<file path="config.mk">
export PLATFORM = sky130hd
export DESIGN_NAME = modulo_1
export DESIGN_NICKNAME = d
export VERILOG_FILES = /design/src/rtl/modulo_1_pkg.sv /design/src/rtl/modulo_1_run_counter.sv /design/src/rtl/modulo_1.sv
export SDC_FILE = /design/constraint.sdc
export NUM_CORES = 1
export LEC_CHECK = 0
export CAP_MARGIN = 25
export CORE_AREA = 2 2 39 41
export CTS_CLUSTER_DIAMETER = 150
export DETAILED_ROUTE_END_ITERATION = 7
export DIE_AREA = 0 0 41 43
export PLACE_DENSITY = 0.41
export RECOVER_POWER = 100
export SETUP_SLACK_MARGIN = 0.2
export SKIP_LAST_GASP = 1
export SLEW_MARGIN = 0
export SYNTH_ARGS = -nofsm -noshare
export SYNTH_HDL_FRONTEND = slang
export SYNTH_SLANG_ARGS = --single-unit
</file>
<file path="constraint.sdc">
create_clock -name clk -period 0.9 [get_ports clk]
set_clock_uncertainty 0.15 [all_clocks]
set_input_delay 0.135 -clock clk [delete_from_list [all_inputs] [get_ports clk]]
set_output_delay 0.135 -clock clk [all_outputs]
set_load 0.02 [all_outputs]
</file>
<file path="src/rtl/modulo_1_pkg.sv">
// modulo_1_pkg: shared types and the E logic-function evaluator for modulo_1.
package modulo_1_pkg;

  // Sampled input nibble, bit order {A,B,C,D} with A as the MSB.
  typedef logic [3:0] nibble_t;

  // Selectable E function.
  typedef enum logic [1:0] {
    FUNC_PARITY = 2'd0,
    FUNC_MAJ    = 2'd1,
    FUNC_AND    = 2'd2,
    FUNC_OR     = 2'd3
  } func_e;

  // Evaluate the selected function on one nibble.
  // Majority means three or four ones; exactly two ones is not a majority.
  function automatic logic eval_func(input func_e f, input nibble_t n);
    logic [2:0] ones;
    logic       res;
    ones = {2'b00, n[3]} + {2'b00, n[2]} + {2'b00, n[1]} + {2'b00, n[0]};
    case (f)
      FUNC_MAJ: res = (ones >= 3'd3);
      FUNC_AND: res = &n;
      FUNC_OR:  res = |n;
      default:  res = ^n;
    endcase
    return res;
  endfunction

endpackage

</file>
<file path="src/rtl/modulo_1_run_counter.sv">
// modulo_1_run_counter: saturating count of consecutive pattern matches.
// hit is combinational and reports that the post-edge count reaches MATCH_LEN,
// so the parent can register it and raise F on the MATCH_LEN-th matching edge.
module modulo_1_run_counter #(
  parameter int MATCH_LEN = 3
) (
  input  logic clk,
  input  logic rst,
  input  logic match,
  output logic hit
);

  localparam int CW = $clog2(MATCH_LEN + 1);
  localparam logic [CW-1:0] LEN = CW'(MATCH_LEN);

  logic [CW-1:0] cnt_q;
  logic [CW-1:0] cnt_d;

  // Next count: increment on a match, hold at MATCH_LEN (never wrap), clear otherwise.
  always_comb begin
    cnt_d = '0;
    if (match) begin
      cnt_d = (cnt_q == LEN) ? cnt_q : cnt_q + 1'b1;
    end
  end

  // Count register; reset wins over everything else on the edge.
  always_ff @(posedge clk) begin
    if (rst) begin
      cnt_q <= '0;
    end else begin
      cnt_q <= cnt_d;
    end
  end

  assign hit = (cnt_d == LEN);

endmodule

</file>
<file path="src/rtl/modulo_1.sv">
// modulo_1: 4-input monitor cell.
//   E: registered logic function of {A,B,C,D} chosen by FUNC (out-of-range -> parity).
//   F: registered flag, high once {A,B,C,D} == PATTERN for MATCH_LEN consecutive edges.
// Build option MODULO1_STICKY_EN: F latches high until rst once it has been set.
module modulo_1
  import modulo_1_pkg::*;
#(
  parameter int          FUNC      = 0,
  parameter logic [3:0]  PATTERN   = 4'b1010,
  parameter int          MATCH_LEN = 3
) (
  input  logic clk,
  input  logic rst,
  input  logic A,
  input  logic B,
  input  logic C,
  input  logic D,
  output logic E,
  output logic F
);

  localparam func_e FUNC_SEL = (FUNC >= 0 && FUNC <= 3) ? func_e'(FUNC[1:0]) : FUNC_PARITY;

  nibble_t nib;
  logic    match;
  logic    hit;
  logic    e_q, e_d;
  logic    f_q, f_d;

  assign nib   = {A, B, C, D};
  assign match = (nib == PATTERN);

  modulo_1_run_counter #(
    .MATCH_LEN(MATCH_LEN)
  ) u_run_counter (
    .clk  (clk),
    .rst  (rst),
    .match(match),
    .hit  (hit)
  );

  // Next-state of the two output flags.
  always_comb begin
    e_d = eval_func(FUNC_SEL, nib);
`ifdef MODULO1_STICKY_EN
    f_d = hit | f_q;
`else
    f_d = hit;
`endif
  end

  // Output registers; reset clears both flags.
  always_ff @(posedge clk) begin
    if (rst) begin
      e_q <= 1'b0;
      f_q <= 1'b0;
    end else begin
      e_q <= e_d;
      f_q <= f_d;
    end
  end

  assign E = e_q;
  assign F = f_q;

endmodule

</file>
==> impl_results.md, run 1 <==
- Area of the core: 1380 µm²
- Final nets: 36
- Root Buffer: clkbuf_4
- CTS tree: built
- Xor/xnor share of the synthesized area: 5.11%
- Final ANT Viol Nets: 0
- Worst hold path type: input port to register
- Setup TNS Final: -0.0774 ns
- Compound-Gate Fraction of Synth Area: 5.11%
- Max rail drop VDD: 456 µV
- Vias: 141
- Commonest non-fill, non-tap cell in the layout: buf_6
- Commonest non-fill, non-tap cells in the layout: buf_6 (5), dfxtp_2 (3), clkbuf_4 (3)
- Worst path max stage delay: 0.31 ns
- GR Overflow Total: 0
- TritonCTS buffer count: 3
- Cell breakdown of the critical path: buf_6
- Iter 0 DRT Violations: 1
- Die area: 1760 µm²
- Leak Pwr: 0.149 nW
- Top post-synthesis cells by area: dfxtp_1 (47%), ha_1 (15%), nand3b_4 (12%)
- Final instance area: 340 µm²
- Area delta synth->final: 98.5%
- Worst Setup Start Kind: register
- Area share of the largest cell type after synthesis: 46.7%
- Max_cap viols: 0
- Die X: 41 µm
- Via-per-instance ratio: 3.36
- CP max-delay cell: dfxtp_2
- Syn nets: 24
- Die Span Y: 43 µm
- RSZ-0062 raised after global routing: yes
- # rows: 14
- Final setup fails: 2
- Worst Path Arrival: 0.65 ns
- Yosys reg bits: 4
- Clock Sink Count: 4
- Layout cells sized above 1: 76.9%
- Min cycle time layout: 0.940 ns
- Mean routed wirelength per cell: 7.38 µm
- Synthesized area per cell: 10.7 µm²
- First-pass GRT wire length: 434 µm
- Max Slew Vio Count: 0
- CP endpoint kind: output pin
- Slew HR: 91.8%
- Post-synth cell types: 8
- Gpl congestion: 0.544
- Initial Util: 12.4%
- Seq/Total Area, Yosys: 46.7%
- Io pins: 8
- Cell class contributing the biggest share of worst-path delay: flip-flops
- Diodes inserted: 0
- Synth warn: 0
- Setup ws final: -0.0398 ns
- Drt drc: 0
- DP Area: 302 µm²
- All-Layer GR Usage: 4.31%
- Layout fillers: 145
- Largest net degree at the start of global routing: 4
- Post-Syn Instances: 16
- Latest clock arrival within the worst-skew pair: 0.23 ns
- Post-DP HPWL: 267 µm
- Total wire length: 310 µm
- DR pass1 iterations: 2
- Hold Buf Count CTS: 0
- Required time of the critical path: 0.61 ns
- Maximum root-to-sink buffer count: 2
- Reg clk slew, reported paths: 0.04 ns
- Synth Area in Adders: 14.6%
- Fin. Hold Viols: 0
- Failing checks: negative setup slack
- Crit Path Category: register to output pin
- Dominant cell type by area after synthesis: dfxtp_1
- Fin crit share: 104%
- Power per cell area: 1470 nW/µm²
- Run status: finished with violations
- Combinational family with the most area after synthesis: simple AND/OR/NAND/NOR gates
- Transition time at the pin with the least slew margin: 0.122 ns
- Vias in the first global route: 132
- Simple-gate share of the synthesized area: 21.9%
- Mapped Area: 171 µm²
- Initial antenna violation count: 0
- Worst path buffer plus inverter count: 1
- Mux cell area share after synthesis: 0%
- I/O Buffers: 7
- H-Tree Depth: 1
- Max FO, Critical Path: 1
- Fmax: 1060 MHz
power breakdown:
| group | switching, W | total, W | leakage (nW) | internal, W |
|---|---|---|---|---|
| logic | 0.0000379 | 0.0000961 | 0.102 | 0.0000582 |
| clock network | 0.0000656 | 0.000214 | 0.0138 | 0.000149 |
| registers | 0.00000304 | 0.000190 | 0.0338 | 0.000187 |
| total | 0.000106 | 0.000500 | 0.149 | 0.000393 |
logic make-up (layout without fill, tap and decap cells):
logic type / Yosys count / in the layout
AO/OA/AOI/OAI: 1 / 1
XOR/XNOR: 1 / 1
adder cells (fa/ha/maj): 2 / 2
buffers and inverters: 3 / 13
flip-flops: 4 / 4
AND/OR/NAND/NOR: 5 / 5
layout make-up:
class / count / area, µm² / area share, %
clock buffers: 3 / 22.5 / 6.62
inverters: 3 / 26.3 / 7.72
multi-input cells: 9 / 108 / 31.6
flip-flops and latches: 4 / 83.8 / 24.6
well taps: 16 / 20.0 / 5.88
repair buffers: 7 / 80.1 / 23.5
routing by layer:
layer | part of all wire (%) | GRT usage, %
met4 | 0 | 4.00
met3 | 14 | 4.71
met2 | 49 | 5.63
met1 | 37 | 3.19
met5 | 0 | 0
final timing paths:
check                                    startpoint                                end  slack [ns]  cells after the start
setup / recovery                       E$_SDFF_PP0_                                  E       -0.04                      1
hold / removal                                  rst                       E$_SDFF_PP0_        0.08                      2
setup reg to reg  u_run_counter.cnt_q[1]$_SDFF_PP0_  u_run_counter.cnt_q[0]$_SDFF_PP0_        0.18                      2
hold reg to reg   u_run_counter.cnt_q[0]$_SDFF_PP0_  u_run_counter.cnt_q[0]$_SDFF_PP0_        0.27                      1
cells in the mapped netlist:
cell type and n:
a21oi_2 1, dfxtp_1 4, ha_1 2, inv_1 3
nand3b_4 1, nor2_1 3, nor2_2 1, xnor2_1 1
timing repair:
| item | in CTS | in global routing |
|---|---|---|
| buffers inserted | 0 | 0 |
| gates cloned | 0 | 0 |
| endpoints found under the setup margin | 6 | 5 |
| pin swaps | 7 | 1 |
| gates resized for setup | 42 | 1 |
stage by stage:
step | hold slack [ns] | worst slack [ns] | utilization, % | power [W] | instances
finish | 0.0774 | -0.0398 | 24.6 | 0.000500 | 42
global route | 0.0838 | -0.0707 | 24.6 | 0.000538 | 42
CTS | 0.0672 | -0.0482 | 25.2 | 0.000523 | 42
detailed placement | 0.279 | -0.613 | 21.8 | 0.000284 | 39
global placement | 0.274 | -0.598 | 21.8 | 0.000280 | 39
floorplan | 0.0517 | 0.0834 | - | 0.000238 | 16
state kept, by name, summed over array words and instances (netlist names):
register / flops
E: 1
F: 1
u_run_counter.cnt_q: 2
No activity file was read; power rests on OpenSTA's default activity.
==> inputs of run 2 (changes only) <==
--- a/config.mk
+++ b/config.mk
@@ -6,12 +6,13 @@
 export NUM_CORES = 1
 export LEC_CHECK = 0
 export CAP_MARGIN = 25
-export CORE_AREA = 2 2 39 41
+export CORE_AREA = 10 10 47 49
 export CTS_CLUSTER_DIAMETER = 150
 export DETAILED_ROUTE_END_ITERATION = 7
-export DIE_AREA = 0 0 41 43
+export DIE_AREA = 0 0 57 59
 export PLACE_DENSITY = 0.41
 export RECOVER_POWER = 100
+export REMOVE_ABC_BUFFERS = 1
 export SETUP_SLACK_MARGIN = 0.2
 export SKIP_LAST_GASP = 1
 export SLEW_MARGIN = 0
==> impl_results.md, run 2 (synthesized netlist as in run 1, its figures left out) <==
- Run status: finished with violations
- Failing checks: negative setup slack
- Layout cells sized above 1: 69.2% (-7.7 points)
- Commonest non-fill, non-tap cells in the layout: buf_6 (5), nor2_1 (3), clkbuf_4 (3)
- Worst path buffer plus inverter count: 1 (unchanged)
- Transition time at the pin with the least slew margin: 0.149 ns (+0.0262 ns)
- Min cycle time layout: 0.944 ns (+0.00415 ns)
- Most flops, register: u_run_counter.cnt_q
- Max rail drop VDD: 558 µV (+22%)
- RSZ-0062 raised after global routing: yes
- Area delta synth->final: 90.5%
- Max_cap viols: 0 (unchanged)
- All-Layer GR Usage: 2.67% (-1.6 points)
- Total wire length: 359 µm (+16%)
- Layout fillers: 165 (+14%)
- Worst path max stage delay: 0.31 ns (about the same)
- Fin. Hold Viols: 0 (unchanged)
- Max FO, Critical Path: 1 (unchanged)
- H-Tree Depth: 1 (unchanged)
- Post-CTS setup repair buffer count: 0 (unchanged)
- Gpl congestion: 0.566 (+4.1%)
- Fin crit share: 105% (+0.46 points)
- Initial antenna violation count: 0 (unchanged)
- Iter 0 DRT Violations: 1 (unchanged)
- # rows: 14 (unchanged)
- DP Worst Slack: -0.522 ns (+0.0912 ns)
- Drt drc: 0 (unchanged)
- Hold Buf Count CTS: 0 (unchanged)
- GR Overflow Total: 0 (unchanged)
- Final setup fails: 2 (unchanged)
- Required time of the critical path: 0.61 ns (about the same)
- Final nets: 36 (unchanged)
- Mean routed wirelength per cell: 8.55 µm (+16%)
- Commonest non-fill, non-tap cell in the layout: buf_6
- Vias: 143 (+1.4%)
- Worst Setup Start Kind: register
- Final ANT Viol Nets: 0 (unchanged)
- CP endpoint kind: output pin
- Cell breakdown of the critical path: buf_6
- CTS tree: built
- Leak Pwr: 0.146 nW (-2.2%)
- Clock Sink Count: 4 (unchanged)
- First-pass GRT wire length: 600 µm (+38%)
- I/O Buffers: 7 (unchanged)
- Die area: 3360 µm² (+91%)
- DR pass1 iterations: 2 (unchanged)
- Io pins: 8 (unchanged)
- Diodes inserted: 0 (unchanged)
- Worst hold path type: input port to register
- Cell total after placement: 39 (unchanged)
- Die X: 57 µm (+39%)
- Crit Path Category: register to output pin
- Max Slew Vio Count: 0 (unchanged)
- Fmax: 1060 MHz (-0.44%)
- WHS: 0.0518 ns (-0.0256 ns)
- Fin util: 23.3% (-1.3 points)
- Slew HR: 90.0% (-1.8 points)
- Area of the core: 1400 µm² (+1.3%)
- TritonCTS buffer count: 3 (unchanged)
- Power per cell area: 1510 nW/µm² (+3.1%)
- Die Span Y: 59 µm (+37%)
- Final Total Pwr: 0.000495 W (-1.1%)
- Max reg flops: 2 (unchanged)
- Cell class contributing the biggest share of worst-path delay: flip-flops
- Post-DP HPWL: 319 µm (+19%)
- Worst Path Arrival: 0.66 ns (about the same)
- Initial Util: 12.2% (-0.15 points)
- Latest clock arrival within the worst-skew pair: 0.23 ns (about the same)
- Largest net degree at the start of global routing: 4 (unchanged)
- Reg clk slew, reported paths: 0.04 ns (about the same)
- Setup ws final: -0.0440 ns (-0.00415 ns)
- Via-per-instance ratio: 3.40 (+1.4%)
- Finished Layout Cells: 42 (unchanged)
- Maximum root-to-sink buffer count: 2 (unchanged)
- CP max-delay cell: dfxtp_2
- Root Buffer: clkbuf_4
- Vias in the first global route: 168 (+27%)
==> run 2: cell types whose count changed in the layout (fill, tap and decap cells not counted) <==
cell	change
dfxtp_1	+1
dfxtp_2	-1
inv_12	-1
inv_4	+1
nor2_1	+1
nor2_2	-1
==> run 2: area by class of cell <==
type | instances | area, µm² | area share [%]
clock buffer | 3 | 22.5 | 6.90
inverter | 3 | 16.3 | 4.98
multi-input combinational | 9 | 105 | 32.2
sequential | 4 | 82.6 | 25.3
tap | 16 | 20.0 | 6.13
timing repair buffer | 7 | 80.1 | 24.5
==> run 2: per-stage QoR <==
stage,setup TNS (ns),instance area [µm²]
after floorplan,0,171
after CTS,-0.108,325
after detailed placement,-2.16,262
after global routing,-0.130,327
final,-0.0871,327
after global placement,-1.99,262
==> run 2: metal layers <==
layer | wire length [µm] | vias to the layer above | track usage (%)
met3 | 55 | 2 | 3.22
li1 | - | 69 | -
met4 | 7 | 0 | 3.02
met5 | 0 | - | 0
met1 | 114 | 64 | 1.65
met2 | 181 | 8 | 3.72
==> run 2: final timing paths <==
check	start	endpoint	slack [ns]	depth (start not counted)
worst min-delay path	rst	E$_SDFF_PP0_	0.05	2
worst min register to register	u_run_counter.cnt_q[0]$_SDFF_PP0_	u_run_counter.cnt_q[0]$_SDFF_PP0_	0.29	1
worst max-delay path	E$_SDFF_PP0_	E	-0.04	1
worst max register to register	u_run_counter.cnt_q[0]$_SDFF_PP0_	u_run_counter.cnt_q[1]$_SDFF_PP0_	0.19	2
==> run 2: report_power, final <==
part           total [W]  internal (W)  switching [W]
Sequential      0.000190      0.000186     0.00000329
Clock           0.000214      0.000149      0.0000654
Combinational  0.0000909     0.0000564      0.0000345
Total           0.000495      0.000391       0.000103
==> run 2: timing repair <==
item / CTS / global route
gates resized for setup: 39 / 3
endpoints found under the setup margin: 6 / 5
pin swaps: 6 / 4
